<file path="config.mk">
export PLATFORM = sky130hd
export DESIGN_NAME = swd_host_phy_flat
export DESIGN_NICKNAME = d
export VERILOG_FILES = /design/src/rtl/swd_host_phy_if.sv /design/src/rtl/swd_host_phy.sv /design/src/flat_wrapper.sv
export SDC_FILE = /design/constraint.sdc
export NUM_CORES = 1
export LEC_CHECK = 0
export BUFFER_PORTS_ARGS = -buffer_cell sky130_fd_sc_hd__buf_2
export CAP_MARGIN = 20
export CORE_MARGIN = 2
export CORE_UTILIZATION = 40
export CTS_CLUSTER_SIZE = 40
export DETAILED_ROUTE_END_ITERATION = 6
export SLEW_MARGIN = 0
export SYNTH_ARGS = -nofsm -noshare
export SYNTH_HDL_FRONTEND = slang
export SYNTH_SLANG_ARGS = --single-unit
</file>
<file path="constraint.sdc">
create_clock -name hclk -period 3.1 [get_ports hclk]
set_input_delay 0 -clock hclk [delete_from_list [all_inputs] [get_ports hclk]]
set_output_delay 0 -clock hclk [all_outputs]
set_load 0.01 [all_outputs]
</file>
<file path="src/rtl/swd_host_phy_if.sv">
// swd_host_phy_if: request/response bundle for the SWD host engine.
// master = command source, slave = swd_host_phy.
interface swd_host_phy_if;
   logic        req_valid;
   logic        req_ready;
   logic        req_lrst;
   logic        req_apndp;
   logic        req_rnw;
   logic [1:0]  req_addr;
   logic [31:0] req_wdata;
   logic        rsp_valid;
   logic [2:0]  rsp_ack;
   logic [31:0] rsp_rdata;
   logic        rsp_perr;
   logic [3:0]  rsp_retries;

   modport master (
      output req_valid, req_lrst, req_apndp,
      output req_rnw, req_addr, req_wdata,
      input  req_ready, rsp_valid, rsp_ack,
      input  rsp_rdata, rsp_perr, rsp_retries
   );

   modport slave (
      input  req_valid, req_lrst, req_apndp,
      input  req_rnw, req_addr, req_wdata,
      output req_ready, rsp_valid, rsp_ack,
      output rsp_rdata, rsp_perr, rsp_retries
   );
endinterface

</file>
<file path="src/rtl/swd_host_phy.sv">
// swd_host_phy: SWD initiator; one DP/AP transaction or line reset per
// request, one response beat back.
// Ports: hclk, RESETn (sync, active-low), bus (swd_host_phy_if.slave),
// SWDCLK/SWDOUT/SWDOE to the pin IOBUF, SWDIN from the synchroniser.
// Option: SWD_HOST_WAIT_RETRY_EN re-issues the request on WAIT.
// IDLE_CYCLES is expected to be >= 1.
module swd_host_phy #(
   parameter int CLK_DIV     = 2,
   parameter int IDLE_CYCLES = 2,
   parameter int RETRY_MAX   = 15
) (
   input  logic          hclk,
   input  logic          RESETn,
   swd_host_phy_if.slave bus,
   output logic          SWDCLK,
   output logic          SWDOUT,
   output logic          SWDOE,
   input  logic          SWDIN
);
   localparam int DW = (CLK_DIV > 1) ? $clog2(CLK_DIV) : 1;

   localparam logic [3:0] IDLE  = 4'd0;
   localparam logic [3:0] LRST  = 4'd1;
   localparam logic [3:0] REQ   = 4'd2;
   localparam logic [3:0] TRN1  = 4'd3;
   localparam logic [3:0] ACK   = 4'd4;
   localparam logic [3:0] RDATA = 4'd5;
   localparam logic [3:0] TRN2  = 4'd6;
   localparam logic [3:0] WDATA = 4'd7;
   localparam logic [3:0] TAIL  = 4'd8;
   localparam logic [3:0] DONE  = 4'd9;

   localparam logic [2:0] A_OK   = 3'b001;
   localparam logic [2:0] A_WAIT = 3'b010;

   logic [3:0]    st, nxt, ns;
   logic [5:0]    bit_q, last, nb;
   logic [DW-1:0] div_q;
   logic          ph, live, tick;
   logic          d_out, d_oe, retry;
   logic          apndp_q, rnw_q;
   logic [1:0]    addr_q;
   logic [31:0]   wdata_q, rdata_q;
   logic [2:0]    ack_q;
   logic          perr_q;
   logic [7:0]    req_byte;
`ifdef SWD_HOST_WAIT_RETRY_EN
   logic [3:0]    retries_q;
`endif

   assign tick = div_q == DW'(CLK_DIV - 1);

   // start, APnDP, RnW, A2, A3, parity, stop, park
   assign req_byte = {1'b1, 1'b0,
                      apndp_q ^ rnw_q ^ addr_q[0] ^ addr_q[1],
                      addr_q[1], addr_q[0], rnw_q, apndp_q, 1'b1};

   // index of the final bit of the current state
   always_comb begin
      last = 6'd0;
      case (st)
         LRST:         last = 6'd63;
         REQ:          last = 6'd7;
         ACK:          last = 6'd2;
         RDATA, WDATA: last = 6'd32;
         TAIL:         last = 6'(IDLE_CYCLES - 1);
         default:      last = 6'd0;
      endcase
   end

`ifdef SWD_HOST_WAIT_RETRY_EN
   assign retry = (ack_q == A_WAIT) &&
                  (retries_q < 4'(RETRY_MAX));
`else
   assign retry = 1'b0;
`endif

   always_comb begin
      nxt = st;
      case (st)
         LRST:  nxt = DONE;
         REQ:   nxt = TRN1;
         TRN1:  nxt = ACK;
         ACK:   nxt = (ack_q == A_OK && rnw_q) ? RDATA : TRN2;
         RDATA: nxt = TRN2;
         TRN2:  nxt = (ack_q == A_OK && !rnw_q) ? WDATA : TAIL;
         WDATA: nxt = TAIL;
         TAIL:  nxt = retry ? REQ : DONE;
         default: nxt = st;
      endcase
   end

   // state/bit that the next SWDCLK fall starts
   always_comb begin
      ns = (bit_q == last) ? nxt : st;
      nb = (bit_q == last) ? 6'd0 : bit_q + 6'd1;
   end

   always_comb begin
      d_out = 1'b0;
      d_oe  = 1'b1;
      case (ns)
         LRST:  d_out = nb < 6'd56;
         REQ:   d_out = req_byte[nb[2:0]];
         TRN1, ACK, RDATA, TRN2: d_oe = 1'b0;
         WDATA: d_out = nb[5] ? ^wdata_q : wdata_q[nb[4:0]];
         default: ;
      endcase
   end

   always_ff @(posedge hclk) begin
      if (!RESETn) begin
         st      <= IDLE;
         live    <= 1'b0;
         div_q   <= '0;
         ph      <= 1'b0;
         bit_q   <= '0;
         SWDCLK  <= 1'b0;
         SWDOUT  <= 1'b0;
         SWDOE   <= 1'b0;
         apndp_q <= 1'b0;
         rnw_q   <= 1'b0;
         addr_q  <= '0;
         wdata_q <= '0;
         ack_q   <= '0;
         rdata_q <= '0;
         perr_q  <= 1'b0;
`ifdef SWD_HOST_WAIT_RETRY_EN
         retries_q <= '0;
`endif
      end else begin
         live <= 1'b1;
         if (st == IDLE) begin
            SWDCLK <= 1'b0;
            SWDOUT <= 1'b0;
            SWDOE  <= 1'b1;
            div_q  <= '0;
            ph     <= 1'b0;
            bit_q  <= '0;
            if (bus.req_valid && bus.req_ready) begin
               st      <= bus.req_lrst ? LRST : REQ;
               apndp_q <= bus.req_apndp;
               rnw_q   <= bus.req_rnw;
               addr_q  <= bus.req_addr;
               wdata_q <= bus.req_wdata;
               ack_q   <= '0;
               rdata_q <= '0;
               perr_q  <= 1'b0;
`ifdef SWD_HOST_WAIT_RETRY_EN
               retries_q <= '0;
`endif
               // first bit is 1 for both line reset and start bit
               SWDOUT  <= 1'b1;
            end
         end else if (st == DONE) begin
            st <= IDLE;
         end else begin
            div_q <= tick ? '0 : div_q + DW'(1);
            if (tick) begin
               ph     <= ~ph;
               SWDCLK <= ~ph;
               if (!ph) begin
                  if (st == ACK)
                     ack_q[bit_q[1:0]] <= SWDIN;
                  if (st == RDATA) begin
                     if (bit_q[5])
                        perr_q <= (^rdata_q) ^ SWDIN;
                     else
                        rdata_q[bit_q[4:0]] <= SWDIN;
                  end
               end else begin
                  st     <= ns;
                  bit_q  <= nb;
                  SWDOUT <= d_out;
                  SWDOE  <= d_oe;
`ifdef SWD_HOST_WAIT_RETRY_EN
                  if (st == TAIL && bit_q == last && retry)
                     retries_q <= retries_q + 4'd1;
`endif
               end
            end
         end
      end
   end

   assign bus.req_ready = live & (st == IDLE);
   assign bus.rsp_valid = st == DONE;
   assign bus.rsp_ack   = ack_q;
   assign bus.rsp_rdata = rdata_q;
   assign bus.rsp_perr  = perr_q;
`ifdef SWD_HOST_WAIT_RETRY_EN
   assign bus.rsp_retries = retries_q;
`else
   assign bus.rsp_retries = 4'd0;
`endif
endmodule

</file>
<file path="src/flat_wrapper.sv">
// flat-port wrapper written by rule: the top's interface ports become plain ports
module swd_host_phy_flat 
#(
   parameter int CLK_DIV     = 2,
   parameter int IDLE_CYCLES = 2,
   parameter int RETRY_MAX   = 15
)
  (hclk, RESETn, SWDCLK, SWDOUT, SWDOE, SWDIN, bus_req_valid, bus_req_lrst, bus_req_apndp, bus_req_rnw, bus_req_addr, bus_req_wdata, bus_req_ready, bus_rsp_valid, bus_rsp_ack, bus_rsp_rdata, bus_rsp_perr, bus_rsp_retries);
  swd_host_phy_if bus_i ();
  input  logic hclk;
  input  logic RESETn;
  output logic SWDCLK;
  output logic SWDOUT;
  output logic SWDOE;
  input  logic SWDIN;
  input wire logic [$bits(bus_i.req_valid)-1:0] bus_req_valid;
  input wire logic [$bits(bus_i.req_lrst)-1:0] bus_req_lrst;
  input wire logic [$bits(bus_i.req_apndp)-1:0] bus_req_apndp;
  input wire logic [$bits(bus_i.req_rnw)-1:0] bus_req_rnw;
  input wire logic [$bits(bus_i.req_addr)-1:0] bus_req_addr;
  input wire logic [$bits(bus_i.req_wdata)-1:0] bus_req_wdata;
  output wire logic [$bits(bus_i.req_ready)-1:0] bus_req_ready;
  output wire logic [$bits(bus_i.rsp_valid)-1:0] bus_rsp_valid;
  output wire logic [$bits(bus_i.rsp_ack)-1:0] bus_rsp_ack;
  output wire logic [$bits(bus_i.rsp_rdata)-1:0] bus_rsp_rdata;
  output wire logic [$bits(bus_i.rsp_perr)-1:0] bus_rsp_perr;
  output wire logic [$bits(bus_i.rsp_retries)-1:0] bus_rsp_retries;
  assign bus_i.req_valid = bus_req_valid;
  assign bus_i.req_lrst = bus_req_lrst;
  assign bus_i.req_apndp = bus_req_apndp;
  assign bus_i.req_rnw = bus_req_rnw;
  assign bus_i.req_addr = bus_req_addr;
  assign bus_i.req_wdata = bus_req_wdata;
  assign bus_req_ready = bus_i.req_ready;
  assign bus_rsp_valid = bus_i.rsp_valid;
  assign bus_rsp_ack = bus_i.rsp_ack;
  assign bus_rsp_rdata = bus_i.rsp_rdata;
  assign bus_rsp_perr = bus_i.rsp_perr;
  assign bus_rsp_retries = bus_i.rsp_retries;
  swd_host_phy #(.CLK_DIV(CLK_DIV), .IDLE_CYCLES(IDLE_CYCLES), .RETRY_MAX(RETRY_MAX)) u_core (.hclk(hclk), .RESETn(RESETn), .bus(bus_i), .SWDCLK(SWDCLK), .SWDOUT(SWDOUT), .SWDOE(SWDOE), .SWDIN(SWDIN));
endmodule
</file>
==> results.json, run 1 <==
{
  "grt_setup_unrepaired": "false",
  "timing.critical_path.arrival_ns": 2.94,
  "layout.nets": 785,
  "clkTransAtPathRegs_ns": 0.06,
  "postSynthRegisterBits": 87,
  "report.final.setup_viol": 0,
  "starting_utilization_of_the_core_area": 0.413,
  "multi_input_gate_area_in_the_final_layout_um2": 3190,
  "number_of_enable_type_register_cells_in_the_synthesized_netlist": 0,
  "layout.filler_cells": 1253,
  "drt_first_pass_iters": 5,
  "leakagePower_nw": 2.46,
  "critical_path.max_fanout": 12,
  "cellPowerDensity_nw_per_um2": 445,
  "synthesis.instances": 649,
  "timing.max_cap.violations": 0,
  "clk_latency_ns": 0.35,
  "numPortBuffers": 81,
  "critical_path.endpoint_type": "flip-flop",
  "buffer_levels_on_the_longest_clock_path": 2,
  "cts-root-buf": "sky130_fd_sc_hd__clkbuf_16",
  "drive_gt1_frac": 0.177,
  "mostFrequentLayoutCell": "sky130_fd_sc_hd__nand2_1",
  "distinct_cell_type_count_of_the_synthesized_netlist": 68,
  "hold_viol": 0,
  "area_of_all_placed_cells_without_fillers_um2": 6390,
  "grt_antenna_before_repair": 0,
  "routed_wire_length_per_instance_um": 15.1,
  "placed_cell_area_um2": 5710,
  "floorplan.die.width_um": 119,
  "min_path_type": "in -> reg",
  "detail-route-antenna-nets": 0,
  "synth-main-ff-cell": "sky130_fd_sc_hd__dfxtp_1",
  "async_sr_flop_fraction": 0,
  "synth_seq_area_share": 0.332,
  "final.min_clock_period_ns": 2.72,
  "grt-ovfl-total": 0,
  "totalWireLength_um": 13900,
  "finalWeightedCongestion": 0.835,
  "total_number_of_h_tree_levels": 3,
  "worst_setup_slack_final_ns": 0.384,
  "design.die.area_um2": 14100,
  "die-height_um": 119,
  "worst_ep_required_time_ns": 3.33,
  "route.detailed.drc": 0,
  "yosys_warnings": 0,
  "clock_skew_ns": 0.00597,
  "max_slew.worst_pin.slew_ns": 0.913,
  "synth.top_cells.by_area": "sky130_fd_sc_hd__dfxtp_1 (33%), sky130_fd_sc_hd__xnor2_1 (11%), sky130_fd_sc_hd__a21boi_0 (9.7%)",
  "synthDominantAreaCellType": "sky130_fd_sc_hd__dfxtp_1",
  "route.detailed.vias_per_inst": 5.28,
  "core_region_area_um2": 12700,
  "boundaryPins": 86,
  "setup.worst_path.start_class": "flip-flop",
  "total_count_of_max_transition_violations_in_the_final_report": 0,
  "fin_setup_tns_ns": 0,
  "timing.final.crit_share": 0.876,
  "path_class": "reg -> reg",
  "worstPathCellList": "nor4b_4 > or4_1 > and3_4 > nor4_4 > mux2i_1 > nor3_2 > a311oi_1 > o32ai_1",
  "status": "complete, no violations",
  "drtIter0Drc": 346,
  "syn-mean-instance-area_um2": 8.09,
  "cts_tree": "built",
  "dpl_worst_slack_ns": 0.457,
  "grt_usage": 0.198,
  "finalCoreUtilization": 0.503,
  "power.ir.vdd_worst_mv": 0.269,
  "cts_buffers": 9,
  "timing.fmax_mhz": 368,
  "area_growth_syn_to_layout_pct": 21.8,
  "vias": 4843,
  "slew-limit-headroom": 0.390,
  "cts.sinks": 87,
  "final_cell_mix": "sky130_fd_sc_hd__nand2_1 (120), sky130_fd_sc_hd__dfxtp_1 (87), sky130_fd_sc_hd__buf_2 (81), sky130_fd_sc_hd__a21boi_0 (68), sky130_fd_sc_hd__xnor2_1 (63)",
  "synth_top_area_share": 0.332,
  "regArea_um2": 1740,
  "cp_slowest_stage_delay_ns": 0.63,
  "place_hpwl_um": 9680,
  "syn_area_um2": 5250,
  "placementRows": 41,
  "grt_start_max_net_pins": 50,
  "antennaDiodeCount": 0,
  "crit_path_slowest_cell": "sky130_fd_sc_hd__dfxtp_1",
  "grt_pass1_wl_um": 22800,
  "first_global_vias": 4573
}
==> worst max-delay path, delay by kind of cell, from the launching register on <==
| kind | cells | cell delay [ns] |
|---|---|---|
| AO/OA/AOI/OAI | 2 | 0.39 |
| multiplexers | 1 | 0.44 |
| flip-flops | 1 | 0.63 |
| AND/OR/NAND/NOR | 5 | 1.12 |
==> path summary, 6_finish.rpt <==
check | from | end | slack (ns) | cells after the start
worst max-delay path | u_core.st[0]$_SDFFE_PN0P_ | u_core.SWDOUT$_SDFFE_PN0P_ | 0.38 | 8
worst min-delay path | RESETn | u_core.live$_DFF_P_ | 0.06 | 1
worst max register to register | u_core.st[0]$_SDFFE_PN0P_ | u_core.SWDOUT$_SDFFE_PN0P_ | 0.38 | 8
worst min register to register | u_core.bus.rsp_perr$_SDFFE_PN0P_ | u_core.bus.rsp_perr$_SDFFE_PN0P_ | 0.49 | 2
==> cell usage after synthesis, types with 3 or more instances <==
| master | count |
|---|---|
| sky130_fd_sc_hd__mux2i_1 | 8 |
| sky130_fd_sc_hd__a211oi_1 | 3 |
| sky130_fd_sc_hd__o21ai_0 | 47 |
| sky130_fd_sc_hd__mux4_2 | 3 |
| sky130_fd_sc_hd__clkbuf_1 | 36 |
| sky130_fd_sc_hd__nand3_1 | 7 |
| sky130_fd_sc_hd__ha_1 | 4 |
| sky130_fd_sc_hd__nor3_1 | 8 |
| sky130_fd_sc_hd__nor2_1 | 20 |
| sky130_fd_sc_hd__a22oi_1 | 4 |
| sky130_fd_sc_hd__nand2_1 | 120 |
| sky130_fd_sc_hd__buf_4 | 6 |
| sky130_fd_sc_hd__clkbuf_8 | 6 |
| sky130_fd_sc_hd__buf_1 | 7 |
| sky130_fd_sc_hd__a21oi_1 | 50 |
| sky130_fd_sc_hd__a21boi_0 | 68 |
| sky130_fd_sc_hd__nor3b_1 | 6 |
| sky130_fd_sc_hd__xor2_1 | 11 |
| sky130_fd_sc_hd__nor2b_1 | 8 |
| sky130_fd_sc_hd__inv_1 | 7 |
| sky130_fd_sc_hd__dfxtp_1 | 87 |
| sky130_fd_sc_hd__o31ai_1 | 5 |
| sky130_fd_sc_hd__xnor2_1 | 63 |
| sky130_fd_sc_hd__nand3b_1 | 3 |
| sky130_fd_sc_hd__and3_1 | 8 |
| sky130_fd_sc_hd__a31oi_1 | 3 |
==> routing by layer <==
layer / wire length [um] / global-route usage
met1: 6450 / 0.269
met2: 6550 / 0.313
met3: 652 / 0.0386
met4: 217 / 0.0677
met5: 0 / 0
==> where the power goes <==
part           leakage [nW]  switching [W]  total (W)  internal [W]
combinational          1.59       0.000236   0.000468      0.000232
clock                 0.160       0.000438    0.00119      0.000749
sequential            0.706      0.0000401    0.00119       0.00115
total                  2.46       0.000714    0.00285       0.00213
==> final cells by class <==
type,instances,share of cell area
clock buffers,13,0.0407
clock inverters,3,0.0102
inverters,8,0.00470
multi-input cells,500,0.499
flip-flops and latches,87,0.272
well taps,172,0.0337
repair buffers,134,0.140
==> state kept, by name (all words and copies together) (netlist names) <==
register              cells
u_core.live               1
u_core.SWDOUT             1
u_core.bit_q              6
u_core.bus.rsp_perr       1
u_core.st                 4
u_core.bus.rsp_ack        3
u_core.bus.rsp_rdata     32
u_core.SWDCLK             1
u_core.wdata_q           32
u_core.apndp_q            1
u_core.rnw_q              1
u_core.div_q              1
u_core.SWDOE              1
u_core.addr_q             2
==> through the flow <==
step                      power, W  hold WS [ns]  instances
after floorplan            0.00155        0.0277        652
after global placement     0.00164         0.250        865
after detailed placement   0.00165         0.261        865
after CTS                  0.00287        0.0484        917
after global routing       0.00297        0.0763        917
final                      0.00285        0.0626        917
==> cells by family (layout without fill, tap and decap cells) <==
logic type | after synthesis | count (layout) | share of synthesized area
and+or+nand+nor | 204 | 204 | 0.192
AOI/OAI and AO/OA | 200 | 200 | 0.244
DFF | 87 | 87 | 0.332
xor gates and xnor gates | 74 | 74 | 0.123
buffers and inverters | 65 | 158 | 0.0627
muxes | 14 | 14 | 0.0350
adders and majority gates | 4 | 4 | 0.00954
other | 1 | 4 | 0.000714
==> timing repair <==
action	4_1_cts	5_1_grt
gates resized for setup	0	0
setup buffers	0	0
endpoints found under the hold margin	36	0
hold buffers	36	0
(Power assumes the default switching activity.)
==> inputs of run 2 (changes only) <==
CTS_BUF_LIST = sky130_fd_sc_hd__clkbuf_4 sky130_fd_sc_hd__clkbuf_8   (was not set)
MAX_ROUTING_LAYER = met4   (was not set)
==> run 2 against run 1 <==
Compared with the run above: die area unchanged; core utilization decreased by 0.74 points; wire length decreased by 0.40%; clock power decreased by 22%; critical path depth unchanged; final cell count unchanged; first-iteration DRC count increased by 1.7%; total power decreased by 9.3%; final area decreased by 1.5%; largest cell class unchanged.
==> results.json, run 2 (synthesis gave the netlist of run 1 again) <==
{
  "status": "complete, no violations",
  "starting_utilization_of_the_core_area": 0.413,
  "grt_setup_unrepaired": "false",
  "grt-ovfl-total": 0,
  "final_cell_mix": "sky130_fd_sc_hd__nand2_1 (120), sky130_fd_sc_hd__dfxtp_1 (87), sky130_fd_sc_hd__buf_2 (81), sky130_fd_sc_hd__a21boi_0 (68), sky130_fd_sc_hd__xnor2_1 (63)",
  "area_growth_syn_to_layout_pct": 20.0,
  "worst_setup_slack_final_ns": 0.379,
  "numPortBuffers": 81,
  "clk_latency_ns": 0.37,
  "worst_hold_depth": 1,
  "boundaryPins": 86,
  "detail-route-antenna-nets": 0,
  "final.min_clock_period_ns": 2.72,
  "grt_usage": 0.203,
  "cellPowerDensity_nw_per_um2": 410,
  "setup.worst_path.start_class": "flip-flop",
  "die-height_um": 119,
  "placementRows": 41,
  "post-cts-setup-buffer-count": 0,
  "hp-start": "RESETn",
  "cp_slowest_stage_delay_ns": 0.64,
  "drtIter0Drc": 352,
  "core_region_area_um2": 12700,
  "antennaDiodeCount": 0,
  "design.die.area_um2": 14100,
  "place_hpwl_um": 9680,
  "floorplan.die.width_um": 119,
  "timing.critical_path.arrival_ns": 2.98,
  "cts_hold_buffers": 36,
  "fin_setup_tns_ns": 0,
  "layout.filler_cells": 1266,
  "crit_path_slowest_cell": "sky130_fd_sc_hd__dfxtp_1",
  "drive_gt1_frac": 0.180,
  "routed_wire_length_per_instance_um": 15.1,
  "worstPathCellList": "nor4b_4 > or4_1 > and3_4 > nor4_4 > mux2i_1 > nor3_2 > a311oi_1 > o32ai_1",
  "layout.nets": 785,
  "cts_buffers": 9,
  "mostFrequentLayoutCell": "sky130_fd_sc_hd__nand2_1",
  "timing.max_cap.violations": 0,
  "buffer_levels_on_the_longest_clock_path": 2,
  "post_cts.resized_instances": 0,
  "critical_path.endpoint_type": "flip-flop",
  "whs_endpoint": "u_core.live$_DFF_P_",
  "vias": 4820,
  "clkTransAtPathRegs_ns": 0.08,
  "grt_pass1_wl_um": 22700,
  "critPathTopFamily": "simple AND/OR/NAND/NOR gates",
  "min_path_type": "in -> reg",
  "max_slew.worst_pin.slew_ns": 0.907,
  "finalCoreUtilization": 0.495,
  "clock_skew_ns": 0.00741,
  "dpl_worst_slack_ns": 0.457,
  "path_class": "reg -> reg",
  "total_number_of_h_tree_levels": 3,
  "hold_viol": 0,
  "totalWireLength_um": 13800,
  "power.ir.vdd_worst_mv": 0.252,
  "worstRegToRegCells": 8,
  "critical_path.reg2reg.endpoint": "u_core.SWDOUT$_SDFFE_PN0P_",
  "grt_start_max_net_pins": 50,
  "timing.reg2reg.setup_slack_ns": 0.38,
  "worst_ep_required_time_ns": 3.36,
  "critPathBufInv": 0,
  "first_global_vias": 4567,
  "total_count_of_max_transition_violations_in_the_final_report": 0,
  "slew-limit-headroom": 0.394,
  "grt_antenna_before_repair": 0,
  "cts-root-buf": "sky130_fd_sc_hd__clkbuf_8",
  "drt_first_pass_iters": 5,
  "route.detailed.vias_per_inst": 5.26,
  "timing.fmax_mhz": 368,
  "cts_tree": "built",
  "route.detailed.drc": 0,
  "cts.sinks": 87,
  "finalWeightedCongestion": 0.848,
  "reg2reg_from": "u_core.st[0]$_SDFFE_PN0P_",
  "report.final.setup_viol": 0,
  "timing.final.crit_share": 0.878,
  "critical_path.max_fanout": 12,
  "leakagePower_nw": 2.42
}
## run 2: metal layers
| metal | vias to the layer above | track usage | wire length, um |
|---|---|---|---|
| met4 | 0 | 0.0670 | 223 |
| met1 | 2266 | 0.270 | 6570 |
| li1 | 2407 | - | - |
| met3 | 17 | 0.0391 | 659 |
| met2 | 130 | 0.311 | 6360 |
| met5 | - | - | 0 |
## run 2: through the flow
stage	instance area, um2	std cells	power (W)	hold WS [ns]
2_1_floorplan	5260	652	0.00155	0.0277
3_3_place_gp	5710	865	0.00164	0.250
3_5_place_dp	5710	865	0.00165	0.261
4_1_cts	6300	917	0.00260	0.00766
5_1_grt	6300	917	0.00270	0.0372
6_report	6300	917	0.00258	0.0407
## run 2: how the worst max path moves through the flow
stage	startpoint	to	slack, ns	cells past startpoint
after global routing	u_core.bit_q[2]$_SDFFE_PP0P_	u_core.SWDOUT$_SDFFE_PN0P_	0.24	8
after CTS	u_core.st[0]$_SDFFE_PN0P_	u_core.SWDOUT$_SDFFE_PN0P_	0.43	8
after detailed placement	u_core.st[0]$_SDFFE_PN0P_	u_core.SWDOUT$_SDFFE_PN0P_	0.46	8
after global placement	u_core.st[0]$_SDFFE_PN0P_	u_core.SWDOUT$_SDFFE_PN0P_	0.52	8
final	u_core.st[0]$_SDFFE_PN0P_	u_core.SWDOUT$_SDFFE_PN0P_	0.38	8
after floorplan	u_core.bit_q[1]$_SDFFE_PP0P_	u_core.SWDOUT$_SDFFE_PN0P_	0.73	8
## run 2: cell type report
class	count	area (um2)	area share
clock inverters	3	65.1	0.0103
clock buffers	13	166	0.0264
well taps	172	215	0.0342
multi-input cells	500	3190	0.506
inverters	8	30.0	0.00477
flip-flops and latches	87	1740	0.276
repair buffers	134	893	0.142
## run 2: power by group
| part | total (W) | internal, W | switching (W) |
|---|---|---|---|
| combinational | 0.000466 | 0.000232 | 0.000234 |
| sequential | 0.00119 | 0.00115 | 0.0000403 |
| clock | 0.000925 | 0.000515 | 0.000410 |
| total | 0.00258 | 0.00190 | 0.000684 |
